<file path="config.mk">
export PLATFORM = sky130hd
export DESIGN_NAME = vgachargen_map_sequencer
export DESIGN_NICKNAME = d
export VERILOG_FILES = /design/src/rtl/vgachargen_map_sequencer.sv
export SDC_FILE = /design/constraint.sdc
export NUM_CORES = 1
export LEC_CHECK = 0
export ABC_AREA = 1
export ABC_CLOCK_PERIOD_IN_PS = 2200
export CAP_MARGIN = 25
export CORE_ASPECT_RATIO = 0.7
export CORE_UTILIZATION = 47
export DETAILED_ROUTE_END_ITERATION = 10
export PLACE_DENSITY = 0.79
export SLEW_MARGIN = 20
export SYNTH_ARGS = -nofsm -noshare
export SYNTH_HDL_FRONTEND = slang
export SYNTH_SLANG_ARGS = --single-unit
</file>
<file path="constraint.sdc">
create_clock -name clk_i -period 2.2 [get_ports clk_i]
set_input_delay 0.55 -clock clk_i [delete_from_list [all_inputs] [get_ports clk_i]]
set_output_delay 0.55 -clock clk_i [all_outputs]
set_load 0.05 [all_outputs]
</file>
<file path="src/rtl/vgachargen_map_sequencer.sv">
`default_nettype none
// ============================================================================
// Module  : vgachargen_map_sequencer
// Brief   : Arbitrates the single map RAM port between host word accesses and
//           the clear/scroll engine.
// Revision: 1.0 - initial release
// ============================================================================
module vgachargen_map_sequencer #(
  parameter int COLS   = 80,
  parameter int ROWS   = 30,
  parameter int ADDR_W = 12
) (
  input  logic              clk_i,
  input  logic              rst_ni,
  input  logic              host_req_i,
  input  logic              host_we_i,
  input  logic [ADDR_W-1:0] host_addr_i,
  input  logic [15:0]       host_wdata_i,
  output logic              host_gnt_o,
  output logic              host_rvalid_o,
  output logic [15:0]       host_rdata_o,
  input  logic              cmd_valid_i,
  input  logic [1:0]        cmd_op_i,
  input  logic [15:0]       cmd_fill_i,
  output logic              cmd_ready_o,
  output logic              busy_o,
  output logic              done_o,
  output logic [ADDR_W-1:0] map_addr_o,
  output logic              map_wen_o,
  output logic [15:0]       map_wdata_o,
  input  logic [15:0]       map_rdata_i
);

  localparam logic [ADDR_W-1:0] c_CELLS     = ADDR_W'(COLS * ROWS);
  localparam logic [ADDR_W-1:0] c_LAST_CELL = ADDR_W'(COLS * ROWS - 1);
  localparam logic [ADDR_W-1:0] c_LAST_MOVE = ADDR_W'((ROWS - 1) * COLS - 1);
  localparam logic [ADDR_W-1:0] c_ROW_STEP  = ADDR_W'(COLS);
  localparam logic [ADDR_W-1:0] c_ONE       = ADDR_W'(1);

  typedef enum logic [2:0] {
    S_IDLE     = 3'd0,
    S_FILL     = 3'd1,
    S_SCR_RD   = 3'd2,
    S_SCR_WR   = 3'd3,
    S_SCR_LAST = 3'd4,
    S_DONE     = 3'd5
  } t_state;

  t_state              r_state;
  t_state              w_state_nxt;
  logic [ADDR_W-1:0]   r_idx;
  logic [ADDR_W-1:0]   w_idx_nxt;
  logic [15:0]         r_fill;
  logic [15:0]         r_hold;
  logic                r_rd_pending;
  logic                r_eng_lost;
  logic                r_rvalid;
  logic                r_rd_inrange;
  logic [15:0]         r_rdata;
  logic [ADDR_W-1:0]   r_map_addr;

  logic                w_accept;
  logic                w_eng_req;
  logic                w_eng_win;
  logic                w_host_win;
  logic                w_host_inrange;
  logic [ADDR_W-1:0]   w_eng_addr;
  logic                w_eng_we;
  logic [15:0]         w_eng_wdata;
  logic [15:0]         w_host_rd;

  // Engine yields to the host unless it was starved on the previous cycle.
  always_comb begin
    w_eng_req      = (r_state == S_FILL) || (r_state == S_SCR_RD) ||
                     (r_state == S_SCR_WR) || (r_state == S_SCR_LAST);
    w_eng_win      = w_eng_req && (!host_req_i || r_eng_lost);
    w_host_win     = host_req_i && !w_eng_win;
    w_host_inrange = (host_addr_i < c_CELLS);
  end

  always_comb begin
    w_eng_addr  = r_idx;
    w_eng_we    = 1'b0;
    w_eng_wdata = 16'h0000;
    case (r_state)
      S_FILL, S_SCR_LAST: begin
        w_eng_we    = 1'b1;
        w_eng_wdata = r_fill;
      end
      S_SCR_RD: begin
        w_eng_addr = r_idx + c_ROW_STEP;
      end
      S_SCR_WR: begin
        w_eng_we    = 1'b1;
        // Read data is only on the bus the cycle after the read; later it lives in r_hold.
        w_eng_wdata = r_rd_pending ? map_rdata_i : r_hold;
      end
      default: begin
        w_eng_addr = r_idx;
      end
    endcase
  end

  always_comb begin
    map_addr_o  = r_map_addr;
    map_wen_o   = 1'b0;
    map_wdata_o = 16'h0000;
    if (w_eng_win) begin
      map_addr_o  = w_eng_addr;
      map_wen_o   = w_eng_we;
      map_wdata_o = w_eng_wdata;
    end else if (w_host_win && w_host_inrange) begin
      map_addr_o = host_addr_i;
      map_wen_o  = host_we_i;
      if (host_we_i) begin
        map_wdata_o = host_wdata_i;
      end
    end
  end

  always_comb begin
    w_state_nxt = r_state;
    w_idx_nxt   = r_idx;
    w_accept    = 1'b0;
    case (r_state)
      S_IDLE: begin
        if (cmd_valid_i) begin
          w_accept  = 1'b1;
          w_idx_nxt = '0;
          if (cmd_op_i == 2'b00) begin
            w_state_nxt = S_FILL;
          end else if (cmd_op_i == 2'b01) begin
            w_state_nxt = S_SCR_RD;
          end else begin
            w_state_nxt = S_DONE;
          end
        end
      end
      S_FILL, S_SCR_LAST: begin
        if (w_eng_win) begin
          w_idx_nxt = r_idx + c_ONE;
          if (r_idx == c_LAST_CELL) begin
            w_state_nxt = S_DONE;
          end
        end
      end
      S_SCR_RD: begin
        if (w_eng_win) begin
          w_state_nxt = S_SCR_WR;
        end
      end
      S_SCR_WR: begin
        if (w_eng_win) begin
          w_idx_nxt   = r_idx + c_ONE;
          w_state_nxt = (r_idx == c_LAST_MOVE) ? S_SCR_LAST : S_SCR_RD;
        end
      end
      S_DONE: begin
        w_state_nxt = S_IDLE;
      end
      default: begin
        w_state_nxt = S_IDLE;
      end
    endcase
  end

  always_ff @(posedge clk_i or negedge rst_ni) begin
    if (!rst_ni) begin
      r_state <= S_IDLE;
      r_idx   <= '0;
      r_fill  <= 16'h0000;
    end else begin
      r_state <= w_state_nxt;
      r_idx   <= w_idx_nxt;
      if (w_accept) begin
        r_fill <= cmd_fill_i;
      end
    end
  end

  always_ff @(posedge clk_i or negedge rst_ni) begin
    if (!rst_ni) begin
      r_hold       <= 16'h0000;
      r_rd_pending <= 1'b0;
      r_eng_lost   <= 1'b0;
      r_rvalid     <= 1'b0;
      r_rd_inrange <= 1'b0;
      r_rdata      <= 16'h0000;
      r_map_addr   <= '0;
    end else begin
      r_rd_pending <= (r_state == S_SCR_RD) && w_eng_win;
      if (r_rd_pending) begin
        r_hold <= map_rdata_i;
      end
      r_eng_lost   <= w_eng_req && !w_eng_win;
      r_rvalid     <= w_host_win && !host_we_i;
      r_rd_inrange <= w_host_inrange;
      if (r_rvalid) begin
        r_rdata <= w_host_rd;
      end
      r_map_addr <= map_addr_o;
    end
  end

  assign w_host_rd     = r_rd_inrange ? map_rdata_i : 16'h0000;
  assign host_gnt_o    = w_host_win;
  assign host_rvalid_o = r_rvalid;
  assign host_rdata_o  = r_rvalid ? w_host_rd : r_rdata;
  assign cmd_ready_o   = (r_state == S_IDLE);
  assign busy_o        = (r_state != S_IDLE);
  assign done_o        = (r_state == S_DONE);

endmodule
`default_nettype wire
</file>
# ---- Word-level counts from Yosys, hierarchy flattened
# Index checks and enable logic that the tools add are counted.
dict set report word_totals {
  reg_bits 79
  in_bits 67
  output_inout_bits 50
  word_cells 75
}
dict set report op_classes {
  addsub 2
  magnitude_cmp 1
  eq_ne 14
  mux 27
  n_reduce_logical 21
}
# op count
set ops {}
lappend ops {{$mux W16} 6}
lappend ops {{$mux W12} 5}
lappend ops {{$pmux W16 S2} 1}
lappend ops {{$eq A12 B12 Y1 const B} 2}
lappend ops {{$mux W3} 8}
lappend ops {{$pmux W12 S2} 1}
lappend ops {{$add A12 B1 Y12 const B} 1}
lappend ops {{$add A12 B7 Y12 const B} 1}
lappend ops {{$lt A12 B12 Y1 const B} 1}
lappend ops {{$pmux W3 S4} 1}
lappend ops {{$ne A2 B2 Y1 const B} 5}
lappend ops {{$eq A3 B2 Y1 const B} 2}
lappend ops {{$eq A3 B3 Y1 const B} 2}
lappend ops {{$logic_and A1 B1 Y1} 6}
lappend ops {{$mux W1} 5}
lappend ops {{$reduce_and A5 Y1} 1}
lappend ops {{$logic_or A1 B1 Y1} 4}
lappend ops {{$eq A3 B1 Y1 const B} 1}
lappend ops {{$logic_not A1 Y1} 3}
lappend ops {{$logic_not A3 Y1} 1}
lappend ops {{$reduce_and A3 Y1} 1}
lappend ops {{$reduce_bool A3 Y1} 1}
lappend ops {{$reduce_or A3 Y1} 1}
lappend ops {{$eq A2 B1 Y1 const B} 1}
lappend ops {{other kinds (4)} 4}

# ---- Depth between registers and ports, before layout
# Gate-level depths: netlist of the first run.
dict set report logic_depth {
  depth_word 10
  ltp_mapped 11
}

# ---- Worst setup path after synthesis of the first run
# Ideal clock, no wire load.
dict set report synth_path {
  path_kind {register -> output}
  from {register r_state[1]}
  to {output port map_wdata_o[15]}
  arrival_ps 2258
  slack_ps -608
  path_stages_with_launch 7
  path_buffers 1
  cell_sequence {dfrtp_1 nor2_2 nand2_1 nand2_1 buf_2 a22oi_1 o21ai_0}
}
dict set report synth_between {
  elab_chain_cells 10
  elab_cells_between_ends 15
  classes_between {eq/ne (4); mux (3); reduce/logical (8)}
}
# item line
set synth_rtl {}
lappend synth_rtl {{from (decl)} 49} ;# t_state r_state;
lappend synth_rtl {{from (signal assigned)} 173} ;# r_state <= w_state_nxt;
lappend synth_rtl {{$eq A3 B1 Y1 / $eq A3 B2 Y1 (equally long branches)} {74, 85}}
lappend synth_rtl {{$logic_or A1 B1 Y1 (2 in series)} 74} ;# w_eng_req = (r_state == S_FILL) || (r_state == S_SCR_RD) ||
lappend synth_rtl {{$logic_or A1 B1 Y1} 75} ;# (r_state == S_SCR_WR) || (r_state == S_SCR_LAST);
lappend synth_rtl {{$logic_and A1 B1 Y1} 76} ;# w_eng_win = w_eng_req && (!host_req_i || r_eng_lost);
lappend synth_rtl {{$logic_not A1 Y1} 77} ;# w_host_win = host_req_i && !w_eng_win;
lappend synth_rtl {{$logic_and A1 B1 Y1} 77}
lappend synth_rtl {{$logic_and A1 B1 Y1} 112} ;# end else if (w_host_win && w_host_inrange) begin
lappend synth_rtl {{$mux W16} 112}
lappend synth_rtl {{$mux W16 *} 108} ;# if (w_eng_win) begin
lappend synth_rtl {{to (decl)} 30} ;# output logic [15:0] map_wdata_o,
# Every way passes the cells marked *; elsewhere a longest branch is shown, timed or not.

# ---- Worst setup path in the final report of the first run
dict set report layout_path {
  from {input port map_rdata_i[2]}
  to {output port map_wdata_o[2]}
}
dict set report layout_between {
  elab_chain_cells 3
}
# item line
set layout_rtl {}
lappend layout_rtl {{from (decl)} 31} ;# input logic [15:0] map_rdata_i
lappend layout_rtl {{$mux W16} -}
lappend layout_rtl {{$pmux W16 S2} 85} ;# case (r_state)
lappend layout_rtl {{$mux W16} 108}
# Every way passes these cells.

==> results of run 1 <==
-- routing by layer --
| layer | up-vias | routed length [µm] | share of wire, % |
|---|---|---|---|
| met4 | 4 | 2190 | 9.7 |
| li1 | 2134 | - | - |
| met3 | 232 | 3030 | 13 |
| met1 | 2511 | 7520 | 33 |
| met5 | - | 97 | 0.43 |
| met2 | 589 | 9790 | 43 |
-- timing repair --
item                                    CTS  global route
buffers inserted                         17             9
pin swaps                                16            11
cloned                                    1             0
endpoints found under the setup margin   33            32
gates resized for setup                  69            34
-- through the flow --
step / power, µW / area, µm² / hold WS, ps / utilization [%] / cells
after CTS: 11700 / 7560 / 197 / 88.1 / 849
after detailed placement: 9620 / 6870 / 483 / 80.0 / 815
after global placement: 9410 / 6870 / 475 / 80.0 / 815
after global routing: 13100 / 7770 / 218 / 90.6 / 859
final: 12800 / 7770 / 188 / 90.6 / 859
after floorplan: 6360 / 4640 / 254 / - / 535
-- state kept, by name, indices dropped and copies added (netlist names), 3 cells and up --
signal and cells:
r_state 3, r_fill 16, r_map_addr 12, r_rdata 16, r_hold 16, r_idx 12
-- critical path: stages --
cell                              delay (ps)
sky130_fd_sc_hd__clkdlybuf4s50_1         500
sky130_fd_sc_hd__inv_1                   110
sky130_fd_sc_hd__a21oi_2                 220
sky130_fd_sc_hd__nand2_1                 220
sky130_fd_sc_hd__nand2_2                 210
sky130_fd_sc_hd__nand2_2                  90
sky130_fd_sc_hd__o21ai_4                  80
sky130_fd_sc_hd__buf_12                  150
-- final cells by class --
cell class / instances / area [µm²] / share of cell area (%)
Tap cell: 120 / 150 / 1.93
Clock buffer: 10 / 239 / 3.07
Antenna cell: 1 / 2.50 / 0.0322
Sequential cell: 79 / 1980 / 25.5
Multi-Input combinational cell: 371 / 2630 / 33.8
Inverter: 65 / 264 / 3.40
Clock inverter: 6 / 43.8 / 0.563
Timing Repair Buffer: 207 / 2460 / 31.7
-- where the power goes --
group,switching [µW],internal (µW),leakage (µW)
sequential,417,2080,0.000983
clock,650,801,0.000139
combinational,5230,3620,0.00240
-- cells by family after synthesis --
kind of cell | count (synthesis) | synth area share, %
fa+ha+maj | 4 | 1.19
flops | 79 | 46.9
simple gates | 265 | 27.6
compound gates | 84 | 11.1
xor+xnor | 2 | 0.415
buf+inv | 85 | 8.60
mux | 16 | 4.27
-- Yosys cell counts --
cell type                  number  area, µm²
sky130_fd_sc_hd__o211ai_1       1       7.51
sky130_fd_sc_hd__buf_6          4       45.0
sky130_fd_sc_hd__xor2_1         2       17.5
sky130_fd_sc_hd__o22ai_1       15       93.8
sky130_fd_sc_hd__nand3_4        1       17.5
sky130_fd_sc_hd__nand2_2        4       25.0
sky130_fd_sc_hd__inv_4          2       12.5
sky130_fd_sc_hd__a31oi_1        1       6.26
sky130_fd_sc_hd__nand2_1      158        593
sky130_fd_sc_hd__nor2_2         1       6.26
sky130_fd_sc_hd__o21ai_1       17       85.1
sky130_fd_sc_hd__a21oi_1       25        125
sky130_fd_sc_hd__nor2_1        34        128
sky130_fd_sc_hd__nand3_1       52        260
sky130_fd_sc_hd__o21ai_0       18       90.1
sky130_fd_sc_hd__nand3b_1       3       22.5
sky130_fd_sc_hd__mux2_1         8       90.1
sky130_fd_sc_hd__a22oi_1        1       7.51
sky130_fd_sc_hd__buf_2          4       20.0
sky130_fd_sc_hd__ha_1           4       50.1
sky130_fd_sc_hd__mux2_2         8       90.1
sky130_fd_sc_hd__nand4_1        5       31.3
sky130_fd_sc_hd__buf_4          1       7.51
sky130_fd_sc_hd__clkbuf_1      11       41.3
sky130_fd_sc_hd__nor2_4         1       11.3
sky130_fd_sc_hd__dfrtp_1       79       1980
sky130_fd_sc_hd__nand2_4        6       67.6
sky130_fd_sc_hd__inv_1         56        210
sky130_fd_sc_hd__o21ai_2        6       52.6
sky130_fd_sc_hd__inv_2          7       26.3
-- worst paths after layout --
path	depth (start not counted)	endpoint	slack [ps]	startpoint
worst max-delay path	8	map_wdata_o[2]	-490	map_rdata_i[2]
worst min-delay path	1	r_fill[4]$_DFFE_PN0P_	190	rst_ni
worst max register to register	14	r_idx[1]$_DFFE_PN0P_	100	r_state[1]$_DFFE_PN0P_
worst min register to register	1	r_fill[9]$_DFFE_PN0P_	490	r_fill[9]$_DFFE_PN0P_
max in group asynchronous	2	r_rdata[7]$_DFF_PN0_	1380	rst_ni
min in group clk_i	1	r_fill[9]$_DFFE_PN0P_	490	r_fill[9]$_DFFE_PN0P_
-- cell usage in the layout (no fill, tap or decap), types with 4 or more instances in the layout --
| cell type | instances |
|---|---|
| sky130_fd_sc_hd__nand2_1 | 135 |
| sky130_fd_sc_hd__buf_4 | 78 |
| sky130_fd_sc_hd__dfrtp_1 | 76 |
| sky130_fd_sc_hd__clkdlybuf4s50_1 | 59 |
| sky130_fd_sc_hd__buf_12 | 57 |
| sky130_fd_sc_hd__inv_1 | 56 |
| sky130_fd_sc_hd__nor2_1 | 33 |
| sky130_fd_sc_hd__nand3_1 | 31 |
| sky130_fd_sc_hd__nand2_2 | 17 |
| sky130_fd_sc_hd__nand3_4 | 17 |
| sky130_fd_sc_hd__nand2_4 | 15 |
| sky130_fd_sc_hd__o21ai_0 | 15 |
| sky130_fd_sc_hd__o21ai_4 | 15 |
| sky130_fd_sc_hd__a21oi_1 | 14 |
| sky130_fd_sc_hd__o22ai_4 | 12 |
| sky130_fd_sc_hd__a21oi_2 | 11 |
| sky130_fd_sc_hd__clkbuf_16 | 9 |
| sky130_fd_sc_hd__o21ai_2 | 8 |
| sky130_fd_sc_hd__mux2_1 | 8 |
| sky130_fd_sc_hd__mux2_2 | 8 |
| sky130_fd_sc_hd__dlygate4sd2_1 | 6 |
| sky130_fd_sc_hd__buf_6 | 6 |
| sky130_fd_sc_hd__nand4_1 | 5 |
| sky130_fd_sc_hd__nand3_2 | 5 |
| sky130_fd_sc_hd__inv_4 | 4 |
| sky130_fd_sc_hd__inv_6 | 4 |
| sky130_fd_sc_hd__ha_1 | 4 |
==> Implementation_results.wiki, run 1 <==
{| class="wikitable"
! Metric !! Value
|-
| Outcome || finished with violations
|-
| Failing checks || negative setup slack
|-
| Starting utilization of the core area || 49.1%
|-
| Max-cap violation count || 0
|-
| CTS tree || done
|-
| Via count of the first global-routing pass || 4958
|-
| Unique cell type count in the Yosys netlist || 30
|-
| Average instance area after synthesis || 7.88 µm²
|-
| Number of nets in the finished design || 804
|-
| Total clock buffers created by CTS || 9
|-
| Most congested layer reported by global routing || met2
|-
| Clock input transition at the sequential cells of the worst setup and hold paths || 60 ps
|-
| Worst hold-check path type || in2async
|-
| Overall die area || 9360 µm²
|-
| Area Overhead vs Synth || 84.3%
|-
| Cell Area, Synth || 4220 µm²
|-
| Drt drc || 0
|-
| Top-Level Pins || 117
|-
| DPL Wire Length || 11100 µm
|-
| Final ANT Viol Nets || 0
|-
| Input/output buffers || 116
|-
| Share of the cycle needed by the critical path after routing || 122%
|-
| DP Worst Slack || -449 ps
|-
| Global routing met1 resource utilization || 51.3%
|-
| Relative slew slack || 62.1%
|-
| Total number of vias || 5470
|-
| Count of hold buffers inserted by post-cts repair || 0
|-
| Synth warn || 0
|-
| Peak Freq || 0.372 GHz
|-
| Worst skew pair latency || 350 ps
|-
| Fin. max-slew vios || 0
|-
| Vias per cell || 6.37
|-
| Standard-cell rows || 28
|-
| Data required time at the worst endpoint || 1650 ps
|-
| Number of synthesized register bits || 79
|-
| Slack of the critical path || -489 ps
|-
| Height of the chip || 81.3 µm
|-
| Setup repair after global routing missed its margin || true
|-
| Maximum number of pins on one net before global-route repair || 42
|-
| Setup violations, final || 35
|-
| Power density of the placed cells || 1650 nW/µm²
|-
| Floorplan Core Area || 8580 µm²
|-
| Root cell of the clock tree || sky130_fd_sc_hd__clkbuf_16
|-
| Filler cell count in the final layout || 282
|-
| GPL Wtd Cong || 0.988
|-
| Fin Setup TNS || -10880 ps
|-
| Fraction of met2 tracks used by global routing || 67.5%
|-
| Least-Margin Pin Slew || 566 ps
|-
| Setup Crit Path Kind || in2out
|-
| Detailed-router iteration count before antenna repair || 11
|-
| H-tree depth || 3
|-
| Fraction of layout cells with a size suffix above 1 || 38.6%
|-
| Sink count of the clock tree || 79
|-
| Tmin final || 2690 ps
|-
| Max Clock Skew || 8.66 ps
|-
| Detailed Route WL || 22600 µm
|-
| Longest Clk Path Bufs || 2
|-
| Arrival time worst endpoint || 2140 ps
|-
| Global routing met3 resource utilization || 9.85%
|-
| Startpoint type of the worst setup path || input pin
|-
| Gate Count Post-Synth || 535
|-
| Initial DRC Count || 776
|-
| First-pass GRT wire length || 27900 µm
|-
| Global-route total usage across every layer || 41.5%
|-
| Seq/Total Area, Yosys || 46.9%
|-
| Antenna violations before repair || 1
|-
| Worst Path Max Fanout || 2
|-
| Routed wire per std cell || 26.3 µm
|-
| Total gr overflow || 0
|-
| Leakage power figure || 0.00353 µW
|-
| Capturing element type of the critical path || output port
|-
| Net count after synthesis || 606
|-
| Final hold violations || 0
|-
| DIE WIDTH || 115 µm
|-
| Worst IR Drop VDD || 1.10 mV
|}
No activity file was read; power rests on OpenSTA's default activity.
==> inputs of run 2 (changes only) <==
Settings changed: CELL_PAD_IN_SITES_DETAIL_PLACEMENT from default to 0, CELL_PAD_IN_SITES_GLOBAL_PLACEMENT from default to 2, CORE_UTILIZATION 47 to 27, PLACE_DENSITY 0.79 to default, PLACE_DENSITY_LB_ADDON from default to 0.1.
==> Implementation_results.wiki, run 2 (synthesis gave the netlist of run 1 again) <==
{| class="wikitable"
! Metric !! Value
|-
| Outcome || finished with violations
|-
| Failing checks || negative setup slack
|-
| Area Overhead vs Synth || 82.5%
|-
| Input/output buffers || 116
|-
| Initial DRC Count || 209
|-
| Final hold violations || 0
|-
| Cell Count Post-Placement || 888
|-
| Slack of the critical path || -259 ps
|-
| H-tree depth || 3
|-
| Routed wire per std cell || 16.2 µm
|-
| Share of the cycle needed by the critical path after routing || 112%
|-
| DP Worst Slack || -426 ps
|-
| Maximum number of pins on one net before global-route repair || 43
|-
| Sink count of the clock tree || 79
|-
| Global-route total usage across every layer || 19.2%
|-
| Filler cell count in the final layout || 1383
|-
| Fraction of layout cells with a size suffix above 1 || 34.8%
|-
| Setup Crit Path Kind || reg2out
|-
| CTS tree || done
|-
| Internal cell power || 6580 µW
|-
| Detailed-router iteration count before antenna repair || 5
|-
| Max-cap violation count || 0
|-
| Total area of sequential cells || 1980 µm²
|-
| Arrival time worst endpoint || 1910 ps
|-
| Standard-cell rows || 37
|-
| Setup violations, final || 29
|-
| Power density of the placed cells || 1540 nW/µm²
|-
| Worst Path Max Fanout || 7
|-
| Top flop regs || r_fill x16, r_hold x16, r_rdata x16
|-
| Net switching power figure || 5310 µW
|-
| Overall die area || 16100 µm²
|-
| Post-layout instance count excluding filler cells || 920
|-
| Longest Clk Path Bufs || 2
|-
| Tmin final || 2460 ps
|-
| Most common cell after layout, fill and taps aside || sky130_fd_sc_hd__nand2_1
|-
| Worst IR Drop VDD || 0.886 mV
|-
| DIE WIDTH || 151 µm
|-
| Clock input transition at the sequential cells of the worst setup and hold paths || 70 ps
|-
| Capturing element type of the critical path || output port
|-
| Max Clock Skew || 8.39 ps
|-
| Root cell of the clock tree || sky130_fd_sc_hd__clkbuf_16
|-
| Drt drc || 0
|-
| Floorplan Core Area || 15000 µm²
|-
| Height of the chip || 107 µm
|-
| Peak Freq || 0.407 GHz
|-
| Data required time at the worst endpoint || 1650 ps
|-
| Total number of vias || 4213
|-
| Total clock buffers created by CTS || 9
|-
| Core Util, Final || 51.5%
|-
| Leakage power figure || 0.00349 µW
|-
| Least-Margin Pin Slew || 442 ps
|-
| Diode insertion count for antenna repair || 0
|-
| Total gr overflow || 0
|-
| Vias per cell || 4.58
|-
| Crit Reg-Reg Startpoint || r_state[0]$_DFFE_PN0P_
|-
| Via count of the first global-routing pass || 4034
|-
| Top-Level Pins || 117
|-
| Detailed Route WL || 14900 µm
|-
| Commonest cells after routing, fill and taps aside || sky130_fd_sc_hd__nand2_1, sky130_fd_sc_hd__dfrtp_1, sky130_fd_sc_hd__buf_4, sky130_fd_sc_hd__clkdlybuf4s50_1, sky130_fd_sc_hd__buf_12
|-
| Starting utilization of the core area || 28.2%
|-
| Final ANT Viol Nets || 0
|-
| Fin Setup TNS || -6640 ps
|-
| Fraction of power consumed by sequential logic || 19.5%
|-
| Relative contribution of combinational cells to total power || 67.0%
|-
| Number of nets in the finished design || 791
|-
| Worst skew pair latency || 340 ps
|-
| Setup repair after global routing missed its margin || true
|-
| Fin. max-slew vios || 0
|-
| First-pass GRT wire length || 23100 µm
|-
| DPL Wire Length || 11400 µm
|-
| Total Power Consumption || 11900 µW
|-
| Worst setup path start || r_state[1]$_DFFE_PN0P_
|-
| Proportion of power drawn by the clock network || 13.4%
|-
| Multi-input gate area in the final layout || 2510 µm²
|-
| Relative slew slack || 70.2%
|-
| GPL Wtd Cong || 0.850
|-
| Fraction of power spent switching nets || 44.6%
|-
| Antenna violations before repair || 0
|-
| Startpoint type of the worst setup path || register
|-
| Worst hold-check path type || in2async
|}
-- run 2: cell count changes in the layout (fill, tap and decap cells not counted), sizes merged --
cell	change
buf	-16
bufinv	+1
clkbuf	+3
clkdlybuf4s50	+1
diode	-1
dlygate4sd2	-2
dlymetal6s2s	+1
inv	-1
-- run 2: what timing repair did --
| item | in CTS | in global routing |
|---|---|---|
| buffers inserted | 6 | 7 |
| endpoints found under the setup margin | 30 | 33 |
| hold buffers | 0 | 0 |
| cloned | 0 | 3 |
| resized for setup | 34 | 34 |
| pin swaps | 3 | 6 |
-- run 2: metrics by stage --
step / cell area (µm²) / hold slack, ps
after detailed placement: 6960 / 402
after floorplan: 4640 / 254
final: 7700 / 37.5
after CTS: 7440 / 32.5
after global routing: 7700 / 25.5
after global placement: 6960 / 402
-- run 2: metal layers --
| layer | wire [µm] | vias to the layer above | GRT usage, % |
|---|---|---|---|
| met5 | 0 | - | 0 |
| met4 | 68 | 0 | 3.43 |
| met3 | 946 | 4 | 4.51 |
| met2 | 5650 | 133 | 23.5 |
| met1 | 8210 | 1970 | 32.4 |
| li1 | - | 2106 | - |
-- run 2: worst paths after layout --
path                                                end  slack (ps)  cells after the start
worst max-delay path                      map_addr_o[7]        -260                     10
worst min-delay path               r_rdata[6]$_DFF_PN0_          40                      1
worst max register to register     r_idx[8]$_DFFE_PN0P_         330                     13
worst min register to register   r_fill[10]$_DFFE_PN0P_         490                      1
max in group asynchronous       host_rvalid_o$_DFF_PN0_        1510                      2
min in group clk_i               r_fill[10]$_DFFE_PN0P_         490                      1
-- run 2: power by group through the flow --
stage	logic [µW]	registers, µW	clock network [µW]
2_1_floorplan	4050	2300	0
6_report	7970	2320	1600
3_5_place_dp	7400	2320	0
3_3_place_gp	7350	2300	0
4_1_cts	7620	2310	1640
5_1_grt	8460	2380	1700
-- run 2: worst max-delay path, cell delays in order, from the launching register on --
cell and delay, ps:
sky130_fd_sc_hd__dfrtp_2 450, sky130_fd_sc_hd__inv_2 80, sky130_fd_sc_hd__nand2_1 60, sky130_fd_sc_hd__nand2_2 110, sky130_fd_sc_hd__nand3_4 120, sky130_fd_sc_hd__buf_12 160
sky130_fd_sc_hd__buf_4 140, sky130_fd_sc_hd__inv_6 60, sky130_fd_sc_hd__nand3_1 120, sky130_fd_sc_hd__nand2_2 140, sky130_fd_sc_hd__buf_12 140
-- run 2: cell type report --
cell class / instances / area share (%)
repair buffers: 193 / 30.9
inverters: 65 / 3.43
clock inverters: 5 / 0.829
multi-input cells: 371 / 32.6
well taps: 195 / 3.17
repair inverters: 1 / 0.114
flip-flops and latches: 79 / 25.7
clock buffers: 11 / 3.28
